**config.mk**
```make
export PLATFORM = sky130hd
export DESIGN_NAME = bin2bcd_16b_flat
export DESIGN_NICKNAME = d
export VERILOG_FILES = /design/src/rtl/bin2bcd_16b_if.sv /design/src/rtl/bin2bcd_16b.sv /design/src/flat_wrapper.sv
export SDC_FILE = /design/constraint.sdc
export NUM_CORES = 1
export LEC_CHECK = 0
export BUFFER_PORTS_ARGS = -buffer_cell sky130_fd_sc_hd__buf_2
export CORE_MARGIN = 5
export CORE_UTILIZATION = 40
export CTS_BUF_LIST = sky130_fd_sc_hd__clkbuf_8
export CTS_CLUSTER_DIAMETER = 40
export DETAILED_ROUTE_END_ITERATION = 7
export PLACE_DENSITY = 0.7
export SLEW_MARGIN = 20
export SYNTH_ARGS = -nofsm -noshare
export SYNTH_HDL_FRONTEND = slang
export SYNTH_SLANG_ARGS = --single-unit
export TNS_END_PERCENT = 50
```
**constraint.sdc**
```tcl
create_clock -name clk -period 3.6 [get_ports clk]
set_clock_uncertainty 0.2 [all_clocks]
set_input_delay 0.18 -clock clk [delete_from_list [all_inputs] [get_ports clk]]
set_output_delay 0.18 -clock clk [all_outputs]
set_load 0.01 [all_outputs]
```
**src/rtl/bin2bcd_16b_if.sv**
```systemverilog
// rtl/bin2bcd_16b_if.sv - request/result bundle for the bin2bcd_16b converter
interface bin2bcd_16b_if #(
  parameter int WIDTH  = 16,
  parameter int DIGITS = 5
);
  logic                  start;
  logic [WIDTH-1:0]      bin_in;
  logic [4*DIGITS-1:0]   bcd;
  logic                  busy;
  logic                  fimConversao;
  logic                  Z;
  logic [DIGITS-1:0]     blank;

  modport master (
    output start, bin_in,
    input  bcd, busy, fimConversao, Z, blank
  );

  modport slave (
    input  start, bin_in,
    output bcd, busy, fimConversao, Z, blank
  );
endinterface

```
**src/rtl/bin2bcd_16b.sv**
```systemverilog
// rtl/bin2bcd_16b.sv - one-bit-per-clock double-dabble binary to BCD converter
// Optional leading-zero blank mask enabled by defining BIN2BCD_BLANK_EN.
module bin2bcd_16b #(
  parameter int WIDTH  = 16,
  parameter int DIGITS = 5
) (
  input  logic           clk,
  input  logic           rst,
  bin2bcd_16b_if.slave   bus
);
  localparam int CW = $clog2(WIDTH + 1);

  typedef enum logic [1:0] {IDLE, SHIFT, DONE} state_t;

  state_t                state;
  logic [WIDTH-1:0]      bin_sr;
  logic [4*DIGITS-1:0]   bcd_work;
  logic [4*DIGITS-1:0]   next_work;
  logic [CW-1:0]         cnt;
  logic [4*DIGITS-1:0]   bcd_r;
  logic                  busy_r;
  logic                  fim_r;
  logic                  z_r;
  logic [3:0]            d;

  // Add-3 correction on every digit, then shift the binary MSB into the units LSB.
  always_comb begin
    next_work    = '0;
    d            = '0;
    next_work[0] = bin_sr[WIDTH-1];
    for (int i = 0; i < DIGITS; i++) begin
      d = bcd_work[4*i +: 4];
      if (d >= 4'd5) d = d + 4'd3;
      if (i == DIGITS - 1) next_work[4*i+1 +: 3] = d[2:0];
      else                 next_work[4*i+1 +: 4] = d;
    end
  end

  always_ff @(posedge clk or negedge rst) begin
    if (!rst) begin
      state    <= IDLE;
      bin_sr   <= '0;
      bcd_work <= '0;
      cnt      <= '0;
      bcd_r    <= '0;
      busy_r   <= 1'b0;
      fim_r    <= 1'b0;
      z_r      <= 1'b1;
    end else begin
      case (state)
        IDLE: begin
          fim_r <= 1'b0;
          if (bus.start) begin
            bin_sr   <= bus.bin_in;
            bcd_work <= '0;
            cnt      <= CW'(WIDTH);
            busy_r   <= 1'b1;
            state    <= SHIFT;
          end
        end
        SHIFT: begin
          bcd_work <= next_work;
          bin_sr   <= {bin_sr[WIDTH-2:0], 1'b0};
          cnt      <= cnt - CW'(1);
          if (cnt == CW'(1)) begin
            bcd_r <= next_work;
            z_r   <= (next_work == '0);
            fim_r <= 1'b1;
            state <= DONE;
          end
        end
        DONE: begin
          fim_r  <= 1'b0;
          busy_r <= 1'b0;
          state  <= IDLE;
        end
        default: state <= IDLE;
      endcase
    end
  end

  assign bus.bcd          = bcd_r;
  assign bus.busy         = busy_r;
  assign bus.fimConversao = fim_r;
  assign bus.Z            = z_r;

`ifdef BIN2BCD_BLANK_EN
  logic [DIGITS-1:0] blank_r;
  logic [DIGITS-1:0] blank_next;
  logic              lead;

  // Digit 0 is never blanked so a zero result still shows one "0".
  always_comb begin
    blank_next = '0;
    lead       = 1'b1;
    for (int i = DIGITS - 1; i >= 1; i--) begin
      lead          = lead & (next_work[4*i +: 4] == 4'd0);
      blank_next[i] = lead;
    end
  end

  always_ff @(posedge clk or negedge rst) begin
    if (!rst) begin
      blank_r <= '0;
    end else if (state == SHIFT && cnt == CW'(1)) begin
      blank_r <= blank_next;
    end
  end

  assign bus.blank = blank_r;
`else
  assign bus.blank = '0;
`endif
endmodule
```
**src/flat_wrapper.sv**
```systemverilog
// flat-port wrapper written by rule: the top's interface ports become plain ports
module bin2bcd_16b_flat 
#(
  parameter int WIDTH  = 16,
  parameter int DIGITS = 5
)
  (clk, rst, bus_start, bus_bin_in, bus_bcd, bus_busy, bus_fimConversao, bus_Z, bus_blank);
  bin2bcd_16b_if #(.WIDTH(WIDTH), .DIGITS(DIGITS)) bus_i ();
  input  logic clk;
  input  logic rst;
  input wire logic [$bits(bus_i.start)-1:0] bus_start;
  input wire logic [$bits(bus_i.bin_in)-1:0] bus_bin_in;
  output wire logic [$bits(bus_i.bcd)-1:0] bus_bcd;
  output wire logic [$bits(bus_i.busy)-1:0] bus_busy;
  output wire logic [$bits(bus_i.fimConversao)-1:0] bus_fimConversao;
  output wire logic [$bits(bus_i.Z)-1:0] bus_Z;
  output wire logic [$bits(bus_i.blank)-1:0] bus_blank;
  assign bus_i.start = bus_start;
  assign bus_i.bin_in = bus_bin_in;
  assign bus_bcd = bus_i.bcd;
  assign bus_busy = bus_i.busy;
  assign bus_fimConversao = bus_i.fimConversao;
  assign bus_Z = bus_i.Z;
  assign bus_blank = bus_i.blank;
  bin2bcd_16b #(.WIDTH(WIDTH), .DIGITS(DIGITS)) u_core (.clk(clk), .rst(rst), .bus(bus_i));
endmodule
```
==> metrics.txt <==
outcome complete, no violations; register area share after synthesis 0.5240; first-pass detailed-route iteration total 4; largest net degree at the start of global routing 37; ANT nets after route 0; Max Cap Viol 0; Worst Hold Class primary input to async pin; Clock Latency Late Sink 0.35 ns; gpl congestion 0.7742; Leakage 0.001852 µW; internal power 1931 µW; crit-path max FO 26; mapped cell area around 3200 µm²; top_reg_cell synth dfrtp_1; Cell Chain, Critical Path inv_1 > ha_1 > nor4b_1 > nand2_1 > buf_4 > inv_2 > nand2_1 > nor2_1 > nand4_1 > o31ai_1; Worst path most repeated cell nand2_1; Slew Limit Fails 0; CORE AREA around 7700 µm²; die area around 10000 µm²; clock sinks 66; CP Class register to register; CP max stage cell dfrtp_1; DRT Wirelength ~7000 µm; CTS tree built; CTS resizes 0; setup TNS 0 ns; area leader, netlist dfrtp_1; initial antenna violation count 0; layout cells sized above 1 0.1828; Post-synth EDFFs 0; Setup-failing EPs final 0; asr flop ratio synth 1.000; post-synth top area share 0.5157; DP HPWL 4757 µm; Crit path required time 3.65 ns; Tot GR Track Use 0.1496; vias per inst ~5; # IOs 47; Synth Instances 317; Post-synth top cells 65 x dfrtp_1, 58 x nand2_1, 44 x o21ai_0, 17 x a21oi_1, 17 x mux2i_1; Remaining Overflow, GRT 0; vias in the first global route 2452; # DRC 0; clk root buf clkbuf_8; Worst-path clk slew approximately 0.070 ns; power density cells 853.2 nW/µm²; CTS HTree Levels 3; wire length per cell ~14 µm; Yosys reg bits 66; Worst VDD drop approximately 0.00038 V; buffers added on ports ~40; crit-path leading delay family simple AND/OR/NAND/NOR gates; Slew @ Worst Pin 0.6720 ns; row cnt 32; WP data arrival roughly 2.3 ns; slowest cell delay on critical path 0.39 ns; Buffers & Inverters on Critical Path 3; DR vias ~2400; clock power share 0.162; period utilization 0.6323; Max transition margin 0.5520; Inserted Diodes 0; FMAX about 440 MHz; top-count cell post-synth dfrtp_1; dominant cells by area after synthesis dfrtp_1 52%, o21ai_0 7.0%, nand2_1 6.9%; YS warnings 0; P&R area growth vs syn 20.43%; first-pass GRT wire length roughly 12000 µm; CTS Buffer Depth 2; Setup crit end kind register; sequential share of power 0.408; RSZ-0062 raised after global routing false; sw power roughly 1300 µW; CP startpoint kind register; NumNets Final just over 400; Yosys cell types 35; Die Y around 99 µm; Avg Cell Area, Syn 9.950 µm²; CTS Buf Count 9; worst hold margin around 0.2 ns; Tmin final around 2.3 ns; initial cell density of the core 0.4103; Comb pwr share 0.430; final hold viol count 0; Net Sw Frac 0.4041; Die Wd a little under 100 µm; 1st-iter DRT viols 96
[layout by cell type, fill, tap and decap left out, drive strengths merged, types with 2 or more instances in the layout]
cell	n
dfrtp	65
nor3b	8
nor4b	2
nor2	4
ha	12
mux2i	17
nand2	58
dlygate4sd3	18
a22oi	2
o21ai	44
nand2b	7
clkbuf	10
xnor2	5
mux2	6
a22o	11
nand4	3
inv	19
nor3	5
nor2b	4
conb	5
a21oi	18
nand3	6
buf	46
[power groups by stage]
stage               Combinational [µW]  Clock [µW]  Sequential, µW
floorplan                          954           0            1330
global placement                  1350           0            1320
detailed placement                1400           0            1340
CTS                               1420         537            1320
global route                      1570         575            1380
finish                            1390         527            1320
[flip-flops by register name, indices dropped and copies added (netlist names)]
register	flops
u_core.bcd_work	20
u_core.bus.bcd	20
u_core.bin_sr	16
u_core.cnt	5
u_core.state	2
u_core.bus.Z	1
u_core.bus.busy	1
u_core.bus.fimConversao	1
[logic make-up after synthesis]
family	synth area share
simple gates	0.1507
compound gates	0.1424
flops	0.5240
buf+inv	0.04482
mux	0.07536
fa+ha+maj	0.04760
xor+xnor	0.01388
other cells	0.001189
[worst paths after layout]
kind | startpoint | to | slack (ns) | cells past startpoint
worst min register to register | u_core.bus.bcd[10]$_DFFE_PN0P_ | u_core.bus.bcd[10]$_DFFE_PN0P_ | 0.27 | 2
min in group clk | u_core.bus.bcd[10]$_DFFE_PN0P_ | u_core.bus.bcd[10]$_DFFE_PN0P_ | 0.27 | 2
max in group asynchronous | rst | u_core.bcd_work[4]$_DFFE_PN0P_ | 2.23 | 3
worst max-delay path | u_core.cnt[1]$_DFFE_PN0P_ | u_core.bus.Z$_DFFE_PN1P_ | 1.32 | 10
worst min-delay path | rst | u_core.bin_sr[11]$_DFFE_PN0P_ | 0.20 | 2
worst max register to register | u_core.cnt[1]$_DFFE_PN0P_ | u_core.bus.Z$_DFFE_PN1P_ | 1.32 | 10
[through the flow]
| stage | total power [µW] | std cells | setup slack (ns) | instance area (µm²) | util |
|---|---|---|---|---|---|
| 6_report | 3241 | 485 | 1.324 | 3799 | 0.4941 |
| 5_1_grt | 3523 | 485 | 1.143 | 3799 | 0.4941 |
| 4_1_cts | 3277 | 485 | 1.291 | 3799 | 0.4941 |
| 3_5_place_dp | 2732 | 451 | 1.315 | 3457 | 0.4497 |
| 3_3_place_gp | 2674 | 451 | 1.456 | 3457 | 0.4497 |
| 2_1_floorplan | 2286 | 321 | 1.647 | 3169 | - |
[area by class of cell]
cell class,instances,area [µm²]
Clock buffer,10,137.6
Sequential cell,66,1653
Clock inverter,6,23.77
Multi-Input combinational cell,223,1381
Tap cell,102,127.6
Timing Repair Buffer,64,422.9
Inverter,14,52.55
Fill cell,730,3889
[per-layer routing]
| layer | wire length, µm | vias up | share of wire | GRT usage |
|---|---|---|---|---|
| met4 | 112 | 0 | 0.016 | 0.07038 |
| li1 | - | 1207 | - | - |
| met3 | 358 | 12 | 0.053 | 0.03609 |
| met5 | 0 | - | 0 | 0 |
| met1 | 3201 | 1153 | 0.47 | 0.1918 |
| met2 | 3144 | 56 | 0.46 | 0.2381 |
[repair_timing]
action / in CTS / in global routing
endpoints found under the setup margin: 0 / 0
hold buffers: 18 / 0
endpoints found under the hold margin: 45 / 0
buffers inserted: 0 / 0
[worst reg2reg max path, stage by stage, from the launching register on]
cell and delay, ns:
dfrtp_1 0.39, inv_1 0.08, ha_1 0.14, nor4b_1 0.31, nand2_1 0.09, buf_4 0.22, inv_2 0.22, nand2_1 0.11
nor2_1 0.10, nand4_1 0.09, o31ai_1 0.23
No activity file was read; power rests on OpenSTA's default activity.
